--- src/rtl/background_redraw_if.sv ---
// Bus between the background redraw engine, the game-state controller,
// the background ROMs and the VGA adapter write port.
interface background_redraw_if #(
  parameter int unsigned ADDR_W   = 17,
  parameter int unsigned COLOUR_W = 3
);
  logic [3:0]          gameState;
  logic [COLOUR_W-1:0] romData;
  logic [ADDR_W-1:0]   romAddr;
  logic [2:0]          romSel;
  logic [8:0]          x;
  logic [7:0]          y;
  logic [COLOUR_W-1:0] colour;
  logic                writeEn;
  logic                doneRedraw;

  // master: the redraw engine; slave: controller, ROMs and VGA adapter
  modport master (
    input  gameState, romData,
    output romAddr, romSel, x, y, colour, writeEn, doneRedraw
  );

  modport slave (
    output gameState, romData,
    input  romAddr, romSel, x, y, colour, writeEn, doneRedraw
  );
endinterface

--- src/rtl/background_redraw.sv ---
// Framebuffer redraw engine: sweeps the screen once per redraw request, streaming ROM pixels to the VGA port.
// Optional macro REDRAW_SKIP_KEY_EN suppresses writes of pixels equal to KEY_COLOUR.
module background_redraw #(
  parameter int unsigned         WIDTH      = 320,
  parameter int unsigned         HEIGHT     = 240,
  parameter int unsigned         ADDR_W     = 17,
  parameter int unsigned         COLOUR_W   = 3,
  parameter logic [COLOUR_W-1:0] KEY_COLOUR = '0
) (
  input logic             clock,
  input logic             resetn,
  background_redraw_if.master bus
);

  localparam logic [8:0] X_LAST = 9'(WIDTH - 1);
  localparam logic [7:0] Y_LAST = 8'(HEIGHT - 1);

  typedef enum logic [1:0] {IDLE, SCAN, DRAIN, DONE} state_t;

  state_t              state;
  logic [8:0]          cx;
  logic [7:0]          cy;
  logic [ADDR_W-1:0]   addr_q;
  logic [8:0]          x_q;
  logic [7:0]          y_q;
  logic [2:0]          sel_q;
  logic [3:0]          req_q;
  logic                plot_q;
  logic                done_q;

  logic                is_redraw;
  logic [2:0]          new_sel;
  logic                restart;
  logic                last_pt;

  // Redraw code decode and image select
  always_comb begin
    is_redraw = 1'b1;
    new_sel   = 3'd0;
    case (bus.gameState)
      4'd10:   new_sel = 3'd0;
      4'd1:    new_sel = 3'd1;
      4'd3:    new_sel = 3'd2;
      4'd5:    new_sel = 3'd3;
      4'd7:    new_sel = 3'd4;
      default: is_redraw = 1'b0;
    endcase
  end

  assign restart = is_redraw && (bus.gameState != req_q);
  assign last_pt = (cx == X_LAST) && (cy == Y_LAST);

  always_ff @(posedge clock) begin
    if (!resetn) begin
      state  <= IDLE;
      cx     <= '0;
      cy     <= '0;
      addr_q <= '0;
      x_q    <= '0;
      y_q    <= '0;
      sel_q  <= '0;
      req_q  <= '0;
      plot_q <= 1'b0;
      done_q <= 1'b0;
    end else begin
      plot_q <= 1'b0;
      case (state)
        IDLE: begin
          if (is_redraw) begin
            state  <= SCAN;
            req_q  <= bus.gameState;
            sel_q  <= new_sel;
            cx     <= '0;
            cy     <= '0;
            addr_q <= '0;
          end
        end
        SCAN, DRAIN: begin
          // The address issued this cycle is plotted next cycle, even across a restart
          if (state == SCAN) begin
            plot_q <= 1'b1;
            x_q    <= cx;
            y_q    <= cy;
          end
          if (restart) begin
            state  <= SCAN;
            req_q  <= bus.gameState;
            sel_q  <= new_sel;
            cx     <= '0;
            cy     <= '0;
            addr_q <= '0;
          end else if (state == DRAIN) begin
            state  <= DONE;
            done_q <= 1'b1;
          end else if (last_pt) begin
            state <= DRAIN;
          end else begin
            if (cx == X_LAST) begin
              cx <= '0;
              cy <= cy + 8'd1;
            end else begin
              cx <= cx + 9'd1;
            end
            addr_q <= addr_q + ADDR_W'(1);
          end
        end
        DONE: begin
          if (bus.gameState != req_q) begin
            state  <= IDLE;
            done_q <= 1'b0;
          end
        end
        default: state <= IDLE;
      endcase
    end
  end

  assign bus.romAddr    = addr_q;
  assign bus.romSel     = sel_q;
  assign bus.x          = x_q;
  assign bus.y          = y_q;
  assign bus.doneRedraw = done_q;
  assign bus.colour     = plot_q ? bus.romData : '0;

`ifdef REDRAW_SKIP_KEY_EN
  assign bus.writeEn = plot_q && (bus.romData != KEY_COLOUR);
`else
  logic unused_key;
  assign unused_key  = ^KEY_COLOUR;
  assign bus.writeEn = plot_q;
`endif

endmodule

--- src/flat_wrapper.sv ---
// flat-port wrapper written by rule: the top's interface ports become plain ports
module background_redraw_flat 
#(
  parameter int unsigned         WIDTH      = 320,
  parameter int unsigned         HEIGHT     = 240,
  parameter int unsigned         ADDR_W     = 17,
  parameter int unsigned         COLOUR_W   = 3,
  parameter logic [COLOUR_W-1:0] KEY_COLOUR = '0
)
  (clock, resetn, bus_gameState, bus_romData, bus_romAddr, bus_romSel, bus_x, bus_y, bus_colour, bus_writeEn, bus_doneRedraw);
  background_redraw_if #(.ADDR_W(ADDR_W), .COLOUR_W(COLOUR_W)) bus_i ();
  input logic clock;
  input logic resetn;
  input wire logic [$bits(bus_i.gameState)-1:0] bus_gameState;
  input wire logic [$bits(bus_i.romData)-1:0] bus_romData;
  output wire logic [$bits(bus_i.romAddr)-1:0] bus_romAddr;
  output wire logic [$bits(bus_i.romSel)-1:0] bus_romSel;
  output wire logic [$bits(bus_i.x)-1:0] bus_x;
  output wire logic [$bits(bus_i.y)-1:0] bus_y;
  output wire logic [$bits(bus_i.colour)-1:0] bus_colour;
  output wire logic [$bits(bus_i.writeEn)-1:0] bus_writeEn;
  output wire logic [$bits(bus_i.doneRedraw)-1:0] bus_doneRedraw;
  assign bus_i.gameState = bus_gameState;
  assign bus_i.romData = bus_romData;
  assign bus_romAddr = bus_i.romAddr;
  assign bus_romSel = bus_i.romSel;
  assign bus_x = bus_i.x;
  assign bus_y = bus_i.y;
  assign bus_colour = bus_i.colour;
  assign bus_writeEn = bus_i.writeEn;
  assign bus_doneRedraw = bus_i.doneRedraw;
  background_redraw #(.WIDTH(WIDTH), .HEIGHT(HEIGHT), .ADDR_W(ADDR_W), .COLOUR_W(COLOUR_W), .KEY_COLOUR(KEY_COLOUR)) u_core (.clock(clock), .resetn(resetn), .bus(bus_i));
endmodule
--- config.mk ---
export PLATFORM = sky130hd
export DESIGN_NAME = background_redraw_flat
export DESIGN_NICKNAME = d
export VERILOG_FILES = /design/src/rtl/background_redraw_if.sv /design/src/rtl/background_redraw.sv /design/src/flat_wrapper.sv
export SDC_FILE = /design/constraint.sdc
export NUM_CORES = 1
export LEC_CHECK = 0
export CAP_MARGIN = 10
export CORE_ASPECT_RATIO = 0.6
export CORE_UTILIZATION = 50
export CTS_BUF_LIST = sky130_fd_sc_hd__clkbuf_8
export CTS_CLUSTER_DIAMETER = 120
export DETAILED_ROUTE_END_ITERATION = 10
export GPL_ROUTABILITY_DRIVEN = 0
export GPL_TIMING_DRIVEN = 0
export PLACE_DENSITY_LB_ADDON = 0.2
export REMOVE_ABC_BUFFERS = 1
export SLEW_MARGIN = 20
export SYNTH_ARGS = -nofsm -noshare
export SYNTH_HDL_FRONTEND = slang
export SYNTH_SLANG_ARGS = --single-unit
--- constraint.sdc ---
create_clock -name clock -period 2.1 [get_ports clock]
set_input_delay 0.42 -clock clock [delete_from_list [all_inputs] [get_ports clock]]
set_output_delay 0.42 -clock clock [all_outputs]
set_load 0.02 [all_outputs]
==> impl_metrics.toml <==
[detailed_routing]
drc_errors = 0
wl_um = 11970
drt-initial-drc-count = 509
routed-via-count = 3747
postRouteAntennaNets = 0
via_per_inst = 6.850
avgRoutedWirePerCell_um = 21.89
first_pass_iters = 7

[pwr]
p_sw_mw = 1.365
pwr-share-clk_pct = 29.9
cellPowerDensity_nw_per_um2 = 818.9
leakage_nw = 1.630
peakVddDrop_v = 0.0005466
power.total_mw = 3.939
p_int_mw = 2.573
switching_share_pct = 34.66
seq_power_share_pct = 32.9
combPwrFrac_pct = 37.3

[floorplanning]
coreArea_um2 = 6193
pin_count = 51
die_w_um = 106.3
dieArea_um2 = 6862
initial_core_util_pct = 52.67
rows = 22
fp.dieH_um = 64.57

[synth]
synth_warnings = 0
synth_top_family_by_area = "simple AND/OR/NAND/NOR gates"
synth_ff_type = "dfxtp_1"
syn_area_um2 = 3262
synth-seq-cells = 62
synth_fa_ha_area_share_pct = 3.836
post_synth.cell_area_avg_um2 = 8.792
synth_edf_count = 0
synthCells = 371
synth_xor_area_share_pct = 1.343
synth_common_cells = "62 x dfxtp_1, 40 x a21oi_1, 28 x nor2_1, 20 x mux2i_1, 20 x nand2_1"
ys_seq_area_share_pct = 38.05
synth_top_area_share_pct = 38.05
yosysTopAreaCell = "dfxtp_1"
synthTopCellsByArea = "dfxtp_1 38%, a21oi_1 6.1%, mux2i_1 6.1%"
synth_cell_types = 60
synth.mux.area_fraction_pct = 6.137
synth-compound-area-share_pct = 21.63
synthSimpleGateAreaFrac_pct = 23.90
async_reset_ff_share_pct = 0
synth.most_common_cell = "dfxtp_1"

[timing]
hold_viol = 0
tns_ps = -3360
setup_viol = 41
tightest_slew_ps = 888.2
finalClockSkew_ps = 21.53
maxSlewViolCount = 0
rsz0062_at_grt = "yes"
slew-limit-headroom_pct = 40.79
timing.final.ws_setup_ps = -264.3
fin_crit_ps = 2364
fin_crit_sh_pct = 112.6
fmax_mhz = 423.0

[critical_path]
max_stage_delay_ps = 510
path_delay_family = "simple AND/OR/NAND/NOR gates"
path_cells = "clkinvlp_4 -> ha_4 -> clkbuf_2 -> nand2_1 -> a2111oi_2 -> nand4_1 -> nand3_1"
r2r_setup_slack_ps = -260
cp.buffers_inverters = 2
crit_end = "u_core.bus.romAddr[7]"
worstSetupPathType = "flop to flop"
slowest_stage = "a2111oi_2"
start_kind = "flop"
worst-path-stages = 7
cp.required_ps = 2400
r2r_end = "u_core.bus.romAddr[7]"
arrival_ps = 2660
reg2reg_from = "u_core.state[0]"
reg2regPathDepth = 7
end_kind = "flop"
cp-startpoint = "u_core.state[0]"
crit_fanout = 6

[clocking]
clockBufferDepth = 2
cts_buffers = 9
clk_pin_slew_worst_paths_ps = 90
clk-insertion-delay-late_ps = 360
cts_tree = "yes"
cts-root-buf = "clkbuf_8"
hold_buffers = 0
cts.sinks = 62
htree_levels = 3

[hold_path]
hold_class = "input port to flop"

[job]
max_cap_viol_count = 0

[placed_design]
portBuffers = 50
pre_cts_slack_ps = -1385
post_dp_cell_area_um2 = 3786
hpwl_um = 5339

[run_status]
status = "complete, but fails checks"
violations = "setup timing"

[global_routing]
antenna_found_initial = 0
grt_pass1_vias = 3023
gr-total-overflow = 0
track_usage_pct = 27.62
grt_max_degree = 27
grt_pass1_wl_um = 14770

[final_layout]
num-fill-cells = 375
antenna_cells = 0
design_area_um2 = 4810
area_delta_synth_final_pct = 47.45
final_nets = 477
drive_gt1_share_pct = 28.73
[repair_timing]
item                                    CTS  global route
pin swaps                                 7            19
gates resized for setup                  34            64
setup buffers                            13            31
gates cloned                              2             4
endpoints found under the setup margin   61            53
[cell type report]
type,instances,area [µm²],share of cell area [%]
inverter,11,52.55,1.093
timing repair inverter,1,5.005,0.1041
multi-input combinational,277,2293,47.68
timing repair buffer,96,877.1,18.24
sequential,62,1261,26.22
clock inverter,6,77.57,1.613
clock buffer,10,137.6,2.862
tap,84,105.1,2.185
[registers in the layout, indices dropped and copies added (netlist names)]
| signal | count |
|---|---|
| u_core.bus.y | 8 |
| u_core.bus.x | 9 |
| u_core.bus.doneRedraw | 1 |
| u_core.bus.writeEn | 1 |
| u_core.state | 2 |
| u_core.cy | 8 |
| u_core.cx | 9 |
| u_core.req_q | 4 |
| u_core.bus.romAddr | 17 |
| u_core.bus.romSel | 3 |
[cell families after synthesis]
| family | count (synthesis) |
|---|---|
| fa+ha+maj | 10 |
| xor+xnor | 5 |
| buf+inv | 36 |
| simple gates | 134 |
| compound gates | 104 |
| mux | 20 |
| flops | 62 |
[power by group through the flow]
| stage | Clock [mW] | Combinational [mW] | Sequential (mW) |
|---|---|---|---|
| after global placement | 0 | 0.770 | 1.30 |
| after global routing | 1.23 | 1.52 | 1.30 |
| final | 1.18 | 1.47 | 1.29 |
| after CTS | 1.16 | 0.966 | 1.28 |
| after floorplan | 0 | 0.535 | 1.31 |
| after detailed placement | 0 | 0.841 | 1.30 |
[per-stage QoR]
step	util (%)	instances	hold WS [ps]
6_report	77.66	547	411.1
5_1_grt	77.66	547	421.2
4_1_cts	68.34	512	468.0
3_5_place_dp	61.13	481	457.4
3_3_place_gp	60.42	480	453.4
2_1_floorplan	-	346	469.1
[metal layers]
layer  global-route usage (%)  vias to the layer above  wire, µm
li1                         -                     1597         -
met1                    37.38                     1762      4799
met2                    41.40                      311      5200
met3                    8.753                       77      1447
met4                    9.549                        0       526
met5                        0                        -         0
[tightest hold or removal path: cells and delay by family]
kind | cells | cell delay [ps]
buffers and inverters | 1 | 130
AND/OR/NAND/NOR | 1 | 100
AO/OA/AOI/OAI | 1 | 60
[worst min-delay path by stage]
stage	slack, ps	from	cells past startpoint	to
after floorplan	470	u_core.cy[7]	2	u_core.cy[7]
after global placement	450	u_core.bus.romSel[2]	2	u_core.bus.romSel[2]
after detailed placement	460	u_core.bus.romSel[1]	2	u_core.bus.romSel[1]
after CTS	470	u_core.bus.romSel[1]	2	u_core.bus.romSel[1]
after global routing	420	bus_gameState[0]	2	u_core.req_q[3]
final	410	bus_gameState[2]	3	u_core.bus.romSel[2]
[cells in the final DEF, fill, tap and decap left out, types with 5 or more instances in the layout]
master	netlist	layout
or4_4	0	6
nand2_1	20	18
o31ai_1	16	14
nor2_1	28	27
dfxtp_4	0	5
inv_1	11	10
ha_4	0	7
clkbuf_8	0	10
or4_1	18	12
a21oi_1	40	28
o21ai_0	6	5
mux2i_1	20	20
buf_4	0	41
clkdlybuf4s50_1	0	45
nand3_1	13	13
a21oi_4	0	5
a21oi_2	0	8
nand2b_1	6	5
dfxtp_1	62	56
nand4_1	18	18
Note: power is estimated with default switching activity, not from simulation.
